`src/rtl/fp_pkg.sv`:
```
// Shared floating-point definitions: default widths, operand classification
// record and the quiet-NaN encoding used by the FP add unit.
package fp_pkg;

   localparam int FP32_EXP_W = 8;
   localparam int FP32_MAN_W = 23;
   localparam int MAX_W      = 64;

   typedef struct packed {
      logic is_inf;
      logic is_zero;
      logic is_snan;
      logic is_qnan;
   } fp_class_t;

   // E4M3 has no infinity, so its only NaN pattern is all ones.
   function automatic logic [MAX_W-1:0] quiet_nan(input int e_w, input int m_w);
      logic [MAX_W-1:0] v;
      v = '0;
      for (int i = 0; i < e_w; i++) v[m_w+i] = 1'b1;
      v[e_w+m_w] = 1'b1;
      v[m_w-1]   = 1'b1;
      if (e_w == 4 && m_w == 3)
         for (int i = 0; i < m_w; i++) v[i] = 1'b1;
      return v;
   endfunction

endpackage

```
`src/rtl/fp_add_core.sv`:
```
// Combinational FP add/subtract datapath: specials, alignment, signed add,
// normalization, range checks and rounding.
module fp_add_core import fp_pkg::*; #(
   parameter int EXPONENT_WIDTH   = 8,
   parameter int MANTISSA_WIDTH   = 23,
   parameter int ROUND_TO_NEAREST = 1,
   parameter int ROUNDING_BITS    = 3
) (
   input  logic [EXPONENT_WIDTH+MANTISSA_WIDTH:0] a,
   input  logic [EXPONENT_WIDTH+MANTISSA_WIDTH:0] b,
   input  logic                                   subtract,
   output logic [EXPONENT_WIDTH+MANTISSA_WIDTH:0] result,
   output logic                                   underflow,
   output logic                                   overflow,
   output logic                                   invalid
);

   localparam int E   = EXPONENT_WIDTH;
   localparam int M   = MANTISSA_WIDTH;
   localparam int W   = E + M + 1;
   localparam int G   = ROUNDING_BITS * ROUND_TO_NEAREST;
   // With truncation there are no guard bits; keep one and clear it after alignment.
   localparam int GI  = (G > 0) ? G : 1;
   localparam int MX  = M + 1 + GI;
   localparam int NW  = MX + 1;
   localparam int NRM = M + GI;
   localparam int PW  = $clog2(NW) + 1;
   localparam int XW  = E + PW + 2;
   localparam logic [W-1:0]  QNAN    = W'(quiet_nan(E, M));
   localparam logic [XW-1:0] EXP_MAX = XW'({E{1'b1}});

   fp_class_t      ca, cb;
   logic           sa, sb, a_big, res_sign, zero_sum, exp_neg, rnd_carry;
   logic           nan_a, nan_b;
   logic [E-1:0]   ea, eb, diff, e_big;
   logic [MX-1:0]  ma, mb, ma_al, mb_al;
   logic [MX+1:0]  sum;
   logic [NW-1:0]  mag;
   logic [PW-1:0]  lead_pos, shamt;
   logic [NRM-1:0] norm;
   logic [M-1:0]   frac_rnd;
   logic [XW-1:0]  exp_n, exp_r;

   is_special_float #(.EXPONENT_WIDTH(E), .MANTISSA_WIDTH(M)) u_cls_a (.bits(a[W-2:0]), .cls(ca));
   is_special_float #(.EXPONENT_WIDTH(E), .MANTISSA_WIDTH(M)) u_cls_b (.bits(b[W-2:0]), .cls(cb));

   assign sa    = a[W-1];
   assign sb    = b[W-1] ^ subtract;
   assign ea    = a[W-2:M];
   assign eb    = b[W-2:M];
   assign ma    = {|ea, a[M-1:0], GI'(0)};
   assign mb    = {|eb, b[M-1:0], GI'(0)};
   assign a_big = (ea >= eb);
   assign diff  = a_big ? (ea - eb) : (eb - ea);
   assign e_big = a_big ? ea : eb;

   always_comb begin
      ma_al = a_big ? ma : (ma >> diff);
      mb_al = a_big ? (mb >> diff) : mb;
      if (G == 0) begin
         ma_al[0] = 1'b0;
         mb_al[0] = 1'b0;
      end
   end

   assign sum      = (sa ? -{2'b00, ma_al} : {2'b00, ma_al}) + (sb ? -{2'b00, mb_al} : {2'b00, mb_al});
   assign res_sign = sum[MX+1];
   assign mag      = NW'(res_sign ? -sum : sum);
   assign zero_sum = (mag == '0) || (ca.is_zero && cb.is_zero);

   leading_one_detector #(.N(NW), .PW(PW)) u_lod (.vec(mag), .pos(lead_pos));

   // Place the leading one at the top, then drop it and the bit below the guard field.
   assign shamt   = PW'(MX) - lead_pos;
   assign norm    = NRM'((mag << shamt) >> 1);
   assign exp_n   = XW'(e_big) + XW'(lead_pos) - XW'(NRM);
   assign exp_neg = exp_n[XW-1];

   result_rounder #(.MANTISSA_WIDTH(M), .GUARD_WIDTH(GI)) u_rnd (
      .frac     (norm[NRM-1:GI]),
      .guard    (norm[GI-1:0]),
      .round_en (ROUND_TO_NEAREST != 0),
      .frac_out (frac_rnd),
      .carry    (rnd_carry)
   );

   assign exp_r = exp_n + XW'(rnd_carry);
   assign nan_a = ca.is_snan | ca.is_qnan;
   assign nan_b = cb.is_snan | cb.is_qnan;

   always_comb begin
      result    = '0;
      underflow = 1'b0;
      overflow  = 1'b0;
      invalid   = 1'b0;
      if (nan_a || nan_b) begin
         result  = QNAN;
         invalid = ca.is_snan | cb.is_snan | (nan_a != nan_b);
      end else if (ca.is_inf && cb.is_inf && (sa != sb)) begin
         result  = QNAN;
         invalid = 1'b1;
      end else if (ca.is_inf && cb.is_inf) begin
         result   = {sa, {E{1'b1}}, {M{1'b0}}};
         overflow = 1'b1;
      end else if (zero_sum) begin
         result = '0;
      end else if (exp_neg) begin
         result    = {res_sign, {(W-1){1'b0}}};
         underflow = 1'b1;
      end else if (exp_n >= EXP_MAX || exp_r >= EXP_MAX) begin
         result   = {res_sign, {E{1'b1}}, {M{1'b0}}};
         overflow = 1'b1;
      end else begin
         result = {res_sign, exp_r[E-1:0], frac_rnd};
      end
   end

endmodule

```
`src/rtl/is_special_float.sv`:
```
// Classifies an {exp, frac} field pair as infinity, zero, signalling or quiet NaN.
module is_special_float import fp_pkg::*; #(
   parameter int EXPONENT_WIDTH = 8,
   parameter int MANTISSA_WIDTH = 23
) (
   input  logic [EXPONENT_WIDTH+MANTISSA_WIDTH-1:0] bits,
   output fp_class_t                                cls
);

   logic exp_ones, exp_zero, frac_zero;

   assign exp_ones  = &bits[EXPONENT_WIDTH+MANTISSA_WIDTH-1:MANTISSA_WIDTH];
   assign exp_zero  = ~|bits[EXPONENT_WIDTH+MANTISSA_WIDTH-1:MANTISSA_WIDTH];
   assign frac_zero = ~|bits[MANTISSA_WIDTH-1:0];

   assign cls.is_inf  = exp_ones & frac_zero;
   assign cls.is_zero = exp_zero & frac_zero;
   assign cls.is_qnan = exp_ones & bits[MANTISSA_WIDTH-1];
   assign cls.is_snan = exp_ones & ~bits[MANTISSA_WIDTH-1] & ~frac_zero;

endmodule

```
`src/rtl/leading_one_detector.sv`:
```
// Returns the bit index of the most significant set bit (0 when the vector is empty).
module leading_one_detector #(
   parameter int N  = 8,
   parameter int PW = 4
) (
   input  logic [N-1:0]  vec,
   output logic [PW-1:0] pos
);

   always_comb begin
      pos = '0;
      for (int i = 0; i < N; i++)
         if (vec[i]) pos = PW'(i);
   end

endmodule

```
`src/rtl/result_rounder.sv`:
```
// Round-to-nearest-even on a normalized fraction, or plain truncation when disabled.
module result_rounder #(
   parameter int MANTISSA_WIDTH = 23,
   parameter int GUARD_WIDTH    = 3
) (
   input  logic [MANTISSA_WIDTH-1:0] frac,
   input  logic [GUARD_WIDTH-1:0]    guard,
   input  logic                      round_en,
   output logic [MANTISSA_WIDTH-1:0] frac_out,
   output logic                      carry
);

   localparam logic [GUARD_WIDTH-1:0] HALF = GUARD_WIDTH'(1) << (GUARD_WIDTH - 1);

   logic up;

   assign up       = round_en && ((guard > HALF) || (guard == HALF && frac[0]));
   assign frac_out = frac + MANTISSA_WIDTH'(up);
   // The implicit one is always set, so an all-ones fraction wraps into the exponent.
   assign carry    = up & (&frac);

endmodule

```
`src/rtl/fp_add_sub_reg.sv`:
```
// Floating-point adder/subtractor with a one-cycle registered result and flags.
module fp_add_sub_reg import fp_pkg::*; #(
   parameter int EXPONENT_WIDTH   = FP32_EXP_W,
   parameter int MANTISSA_WIDTH   = FP32_MAN_W,
   parameter int ROUND_TO_NEAREST = 1,
   parameter int ROUNDING_BITS    = 3
) (
   input  logic                                   clk,
   input  logic                                   rst_n,
   input  logic                                   in_valid,
   input  logic [EXPONENT_WIDTH+MANTISSA_WIDTH:0] a,
   input  logic [EXPONENT_WIDTH+MANTISSA_WIDTH:0] b,
   input  logic                                   subtract,
   output logic                                   out_valid,
   output logic [EXPONENT_WIDTH+MANTISSA_WIDTH:0] out,
   output logic                                   underflow_flag,
   output logic                                   overflow_flag,
   output logic                                   invalid_operation_flag
);

   logic [EXPONENT_WIDTH+MANTISSA_WIDTH:0] result_nxt;
   logic underflow_nxt, overflow_nxt, invalid_nxt;

   fp_add_core #(
      .EXPONENT_WIDTH   (EXPONENT_WIDTH),
      .MANTISSA_WIDTH   (MANTISSA_WIDTH),
      .ROUND_TO_NEAREST (ROUND_TO_NEAREST),
      .ROUNDING_BITS    (ROUNDING_BITS)
   ) u_core (
      .a         (a),
      .b         (b),
      .subtract  (subtract),
      .result    (result_nxt),
      .underflow (underflow_nxt),
      .overflow  (overflow_nxt),
      .invalid   (invalid_nxt)
   );

   always_ff @(posedge clk or negedge rst_n) begin
      if (!rst_n) begin
         out_valid              <= 1'b0;
         out                    <= '0;
         underflow_flag         <= 1'b0;
         overflow_flag          <= 1'b0;
         invalid_operation_flag <= 1'b0;
      end else begin
         out_valid <= in_valid;
         if (in_valid) begin
            out                    <= result_nxt;
            underflow_flag         <= underflow_nxt;
            overflow_flag          <= overflow_nxt;
            invalid_operation_flag <= invalid_nxt;
         end
      end
   end

endmodule

```
`config.mk`:
```
export PLATFORM = sky130hd
export DESIGN_NAME = fp_add_sub_reg
export DESIGN_NICKNAME = d
export VERILOG_FILES = /design/src/rtl/fp_pkg.sv /design/src/rtl/fp_add_core.sv /design/src/rtl/is_special_float.sv /design/src/rtl/leading_one_detector.sv /design/src/rtl/result_rounder.sv /design/src/rtl/fp_add_sub_reg.sv
export SDC_FILE = /design/constraint.sdc
export NUM_CORES = 1
export LEC_CHECK = 0
export ABC_AREA = 1
export BUFFER_PORTS_ARGS = -buffer_cell sky130_fd_sc_hd__buf_2
export CORE_ASPECT_RATIO = 0.75
export CORE_MARGIN = 3
export CORE_UTILIZATION = 41
export CTS_CLUSTER_DIAMETER = 50
export DETAILED_ROUTE_END_ITERATION = 10
export PLACE_DENSITY_LB_ADDON = 0.1
export SETUP_SLACK_MARGIN = 0.02
export SLEW_MARGIN = 15
export SYNTH_ARGS = -nofsm -noshare
export SYNTH_HDL_FRONTEND = slang
export SYNTH_HIERARCHICAL = 1
export SYNTH_SLANG_ARGS = --single-unit
export TNS_END_PERCENT = 50
```
`constraint.sdc`:
```
create_clock -name clk -period 1.5 [get_ports clk]
set_input_delay 0.225 -clock clk [delete_from_list [all_inputs] [get_ports clk]]
set_output_delay 0.225 -clock clk [all_outputs]
set_load 0.005 [all_outputs]
```
==> results of run 1 <==
[what timing repair did]
item,in CTS,in global routing
buffers inserted,11,33
hold buffers,1,0
cloned,4,6
gates resized for setup,64,243
endpoints found under the setup margin,35,35
hold endpoints to repair,21,0
pin swaps,22,90
[cell families (layout without fill, tap and decap cells)]
logic type / after synthesis / in the layout
AO/OA/AOI/OAI: 194 / 194
XOR/XNOR: 131 / 131
adder cells (fa/ha/maj): 70 / 70
buffers and inverters: 398 / 1178
flip-flops: 36 / 36
other: 2 / 3
AND/OR/NAND/NOR: 1732 / 1735
[state kept, by name, summed over array words and instances (netlist names)]
| signal | count |
|---|---|
| underflow_flag | 1 |
| out_valid | 1 |
| invalid_operation_flag | 1 |
| overflow_flag | 1 |
| out | 32 |
[report_power, final]
group          leakage [nW]  switching (mW)  internal, mW  total (mW)
registers             0.468           0.160          1.25        1.41
clock network        0.0712           0.381         0.662        1.04
logic                  11.4            32.2          27.4        59.6
[layout by cell type (no fill, tap or decap), types with 49 or more instances in the layout]
cell     synthesis  layout
nand2_1        811     742
xor2_1          88      81
buf_4            9     740
nand2_2         30      80
nor2_1         270     248
nand3_1        483     370
inv_1          247     232
buf_2           25     101
nand3_2         14     121
a21oi_1         73      54
ha_1            66      49
[layout make-up]
| type | count | area, µm² | area share |
|---|---|---|---|
| clock buffer | 8 | 146 | 0.00666 |
| inverter | 290 | 1160 | 0.0529 |
| multi-input combinational | 2133 | 12400 | 0.566 |
| sequential | 36 | 901 | 0.0410 |
| tap | 442 | 553 | 0.0251 |
| timing repair buffer | 880 | 6780 | 0.308 |
[critical path: cells and delay by family]
| kind | cells | cell delay [ns] |
|---|---|---|
| AOI/OAI and AO/OA | 9 | 1.54 |
| buffers and inverters | 15 | 1.43 |
| adders and majority gates | 4 | 0.92 |
| xor gates and xnor gates | 2 | 0.31 |
| and+or+nand+nor | 74 | 6.75 |
[how the worst max path moves through the flow]
stage                     start       endpoint  cells after the start
after floorplan           a[23]        out[10]                    105
after global placement    a[23]  overflow_flag                     99
after detailed placement  a[23]  overflow_flag                    100
after CTS                 a[23]  overflow_flag                    104
after global routing      a[25]  overflow_flag                    105
final                     a[23]  overflow_flag                    104
[layer usage]
metal / wire length, µm / vias up / part of all wire
met5: 0 / - / 0
met4: 778 / 0 / 0.013
met3: 6580 / 65 / 0.11
met2: 24800 / 919 / 0.41
met1: 29100 / 9162 / 0.47
li1: - / 9835 / -
[per-stage QoR]
step                      cells  area (µm²)  hold slack [ns]  worst slack (ns)
after floorplan            2564       14000          -0.0706             -8.32
after detailed placement   3727       20100            0.217            -10.19
after global placement     3727       20100            0.224             -9.85
after global routing       3789       22000            0.258            -10.29
final                      3789       22000            0.252             -9.46
after CTS                  3751       20700            0.243             -9.37
==> results.toml, run 1 <==
[placement]
place_hpwl_um = 48600
gp_congestion = 1.02
portBuffers = 103

[clock_network]
cts_buffer_depth = 2
numCtsBuffers = 5
htree_levels = 2
cts.sinks = 36
clkTransAtPathRegs_ns = 0.05
clock_latency_ns = 0.28
cts_tree = "built"
cts-root-buf = "clkbuf_16"

[critical_path]
r2r_start = "out[1]"
endpoint_kind = "register"
arrival_ns = 11.18
crit_path_max_fanout = 11
timing.rr.end = "out[1]"
cp.required_ns = 1.72
slowest_stage = "or4_4"
cp_common_cell = "nand2_1"
r2r_cells = 2
cp-start-kind = "input port"
reg2reg_setup_slack_ns = 0.85
cpPeakStageDelay_ns = 0.56
crit_type = "in2reg"

[detailed_routing]
first_iter_violations = 2245
wl_per_cell_um = 16.2
vias = 19981
first_pass_iters = 6
ant_nets = 0
viasPerCell = 5.27
drc = 0
drt_wl_total_um = 61300

[grt]
overflow = 0
antenna_found_initial = 0
use_met3 = 0.0584
first_global_vias = 18018
grtUsageMet1 = 0.495
grt_max_degree = 36
grtUsageTotal = 0.320
top_usage_layer = "met1"
grt_pass1_wl_um = 93200
grt_util_met2 = 0.469

[yosys]
yosysUniqueCellTypes = 56
ys_warn_count = 6
ys.flop_type = "dfrtp_1"
synth.area.top_cells = "nand2_1, nand3_1, nor2_1"
async_reset_ff_frac = 1.00
synth_fa_ha_area_frac = 0.0668
synthSimpleGateAreaFrac = 0.575
yosys.area.top_type_share = 0.224
synth_top_family_by_area = "simple AND/OR/NAND/NOR gates"
synth_area_mm2 = 0.0136
muxShareOfSynthArea = 0
syn_area_per_cell_um2 = 5.29
synthCells = 2563
yosysSeqAreaShare = 0.0664
post-synth-top-count-cell = "nand2_1"
ys_ff_latch = 36
synth_commonest_cells = "nand2_1, nand3_1, nor2_1"
synth_edf_count = 0
synth-compound-area-share = 0.0795
yosysTopAreaCell = "nand2_1"
synth_xor_area_frac = 0.0846

[sta]
skew_ns = 0
worstMarginPinSlew_ns = 0.508
min_period_ns = 10.96
final_max_slew_viol_count = 0
fin_tns_setup_ns = -315.42
max_freq_mhz = 91.2
setup_slack_ns = -9.46
hold_viol_final = 0
finalSetupViolations = 35
slew_headroom = 0.661
finalCritPeriodShare = 7.31
rsz0062_at_grt = "true"

[layout]
fin_util = 0.676
area_delta_synth_final_pct = 62.1
drive_above_1_share = 0.393
final.fill_count = 3064
antenna_cells = 0
num-nets-final = 3484

[worst_hold_path]
worstHoldPathCells = 1
hold_class = "in2reg"
worstHoldStart = "in_valid"
min_to = "out_valid"

[floorplan]
rows = 57
die_y_um = 164
fp.dieW_um = 216
core_area_mm2 = 0.0325
initial_utilization = 0.417
ios = 104
die_area_mm2 = 0.0353

[status]
status = "finished, violations left"
violations = "setup timing"

[flow_run]
maxCapViolCount = 0

[power_and_ir_drop]
max-vdd-ir-drop_uv = 1690
p_leak_nw = 11.9
p_total_mw = 62.1
power.density_mw_per_mm2 = 2820
No activity file was read; power rests on OpenSTA's default activity.
==> run 2, diff against run 1 <==
--- a/config.mk
+++ b/config.mk
@@ -12,7 +12,7 @@
 export CORE_UTILIZATION = 41
 export CTS_CLUSTER_DIAMETER = 50
 export DETAILED_ROUTE_END_ITERATION = 10
-export PLACE_DENSITY_LB_ADDON = 0.1
+export PLACE_DENSITY_LB_ADDON = 0.05
 export SETUP_SLACK_MARGIN = 0.02
 export SLEW_MARGIN = 15
 export SYNTH_ARGS = -nofsm -noshare
==> results.toml, run 2 (synthesis gave the netlist of run 1 again) <==
[critical_path]
critPathTopFamily = "simple AND/OR/NAND/NOR gates"
slowest_stage = "or4_4"
crit_path_max_fanout = 8
crit_type = "in2reg"
cpPeakStageDelay_ns = 0.57
r2r_start = "out[17]"
reg2reg_setup_slack_ns = 0.78
cp_common_cell = "nand2_1"
cp.required_ns = 1.66
cp-start-kind = "input port"
arrival_ns = 11.10
cp_num_buf_inv = 15
endpoint_kind = "register"
r2r_cells = 2
timing.rr.end = "out[17]"

[detailed_routing]
wl_met2_um = 26800
highest_layer = "met5"
wl_per_cell_um = 16.6
drt_wl_total_um = 63200
drc = 0
wl_met1_um = 29800
ant_nets = 0
first_iter_violations = 2222
vias = 20212
wl_met3_um = 5910
first_pass_iters = 8
viasPerCell = 5.30

[layout]
stdcell_count = 3812
final_common_cell = "buf_4"
final_cell_mix = "buf_4, nand2_1, nand3_1, nor2_1, inv_1"
regMostFlops = "out"
fin_util = 0.708
drive_above_1_share = 0.433
num-nets-final = 3507
area_delta_synth_final_pct = 69.8
largest_reg_flops = 32
antenna_cells = 0
final.fill_count = 2938

[floorplan]
ios = 104
initial_utilization = 0.417
die_y_um = 164
die_area_mm2 = 0.0353
rows = 57
fp.dieW_um = 216
core_area_mm2 = 0.0325

[clock_network]
numCtsBuffers = 5
cts_buffer_depth = 2
cts-root-buf = "clkbuf_16"
cts.sinks = 36
clock_latency_ns = 0.28
cts_tree = "built"
htree_levels = 2
clkTransAtPathRegs_ns = 0.06

[sta]
finalCritPeriodShare = 7.30
setup_slack_ns = -9.44
rsz0062_at_grt = "true"
final_max_slew_viol_count = 0
hold_viol_final = 0
worstMarginPinSlew_ns = 0.753
finalSetupViolations = 35
skew_ns = 0
min_period_ns = 10.94
slew_headroom = 0.498
fin_tns_setup_ns = -314.46
holdWs_ns = 0.215
max_freq_mhz = 91.4

[placement]
place_hpwl_um = 49200
dp_slack_ns = -9.98
gp_congestion = 0.987
portBuffers = 103
place_inst = 3737

[flow_run]
maxCapViolCount = 0

[status]
status = "finished, violations left"
violations = "setup timing"

[worst_hold_path]
hold_class = "in2reg"
worstHoldStart = "in_valid"
min_to = "out_valid"
worstHoldPathCells = 1

[grt]
antenna_found_initial = 1
grtUsageTotal = 0.323
first_global_vias = 18299
overflow = 0
grt_pass1_wl_um = 94000
grt_max_degree = 53

[power_and_ir_drop]
p_leak_nw = 12.3
power.density_mw_per_mm2 = 2890
max-vdd-ir-drop_uv = 2490
==> run 2: cell types whose count changed in the layout (fill, tap and decap cells not counted), sizes merged <==
cell      delta
nand3        +1
clkinv       +2
clkinvlp     +1
nand2        -1
nor2         -1
buf         +18
clkbuf       +2
bufinv       +1
==> run 2: repair_timing <==
item | CTS | global route
cloned | 0 | 12
gates resized for setup | 78 | 399
endpoints found under the hold margin | 17 | 0
hold buffers | 1 | 0
setup buffers | 21 | 33
setup endpoints to repair | 35 | 35
pin swaps | 34 | 154
==> run 2: worst max-delay path by stage <==
| stage | from | cells past startpoint | endpoint | slack, ns |
|---|---|---|---|---|
| after floorplan | a[23] | 105 | out[10] | -8.32 |
| after detailed placement | a[23] | 100 | out[0] | -9.98 |
| after CTS | a[23] | 104 | overflow_flag | -9.23 |
| after global placement | a[25] | 98 | overflow_flag | -9.78 |
| final | a[23] | 104 | out[17] | -9.44 |
| after global routing | a[23] | 106 | out[17] | -10.13 |
==> run 2: cell type report <==
class	instances	area (µm²)	share of cell area
Timing Repair Buffer	903	7050	0.306
Inverter	290	1160	0.0504
Clock buffer	5	125	0.00543
Multi-Input combinational cell	2132	13200	0.573
Tap cell	442	553	0.0240
Sequential cell	36	901	0.0391
Clock inverter	3	42.5	0.00185
Timing Repair inverter	1	8.76	0.000380
==> run 2: per-layer routing <==
| metal | track usage | up-vias |
|---|---|---|
| met2 | 0.478 | 920 |
| met5 | 0 | - |
| met1 | 0.503 | 9327 |
| li1 | - | 9885 |
| met3 | 0.0467 | 78 |
| met4 | 0.0370 | 2 |
==> run 2: stage by stage <==
| stage | cell area (µm²) | total power [mW] |
|---|---|---|
| floorplan | 14000 | 29.9 |
| global placement | 20200 | 53.5 |
| detailed placement | 20200 | 53.8 |
| CTS | 20800 | 57.2 |
| global route | 23000 | 71.6 |
| finish | 23000 | 66.6 |
==> run 2: where the power goes <==
group | internal, mW | switching, mW | total (mW)
Sequential | 1.25 | 0.162 | 1.41
Clock | 0.781 | 0.424 | 1.20
Combinational | 29.4 | 34.6 | 64.0
Total | 31.4 | 35.2 | 66.6
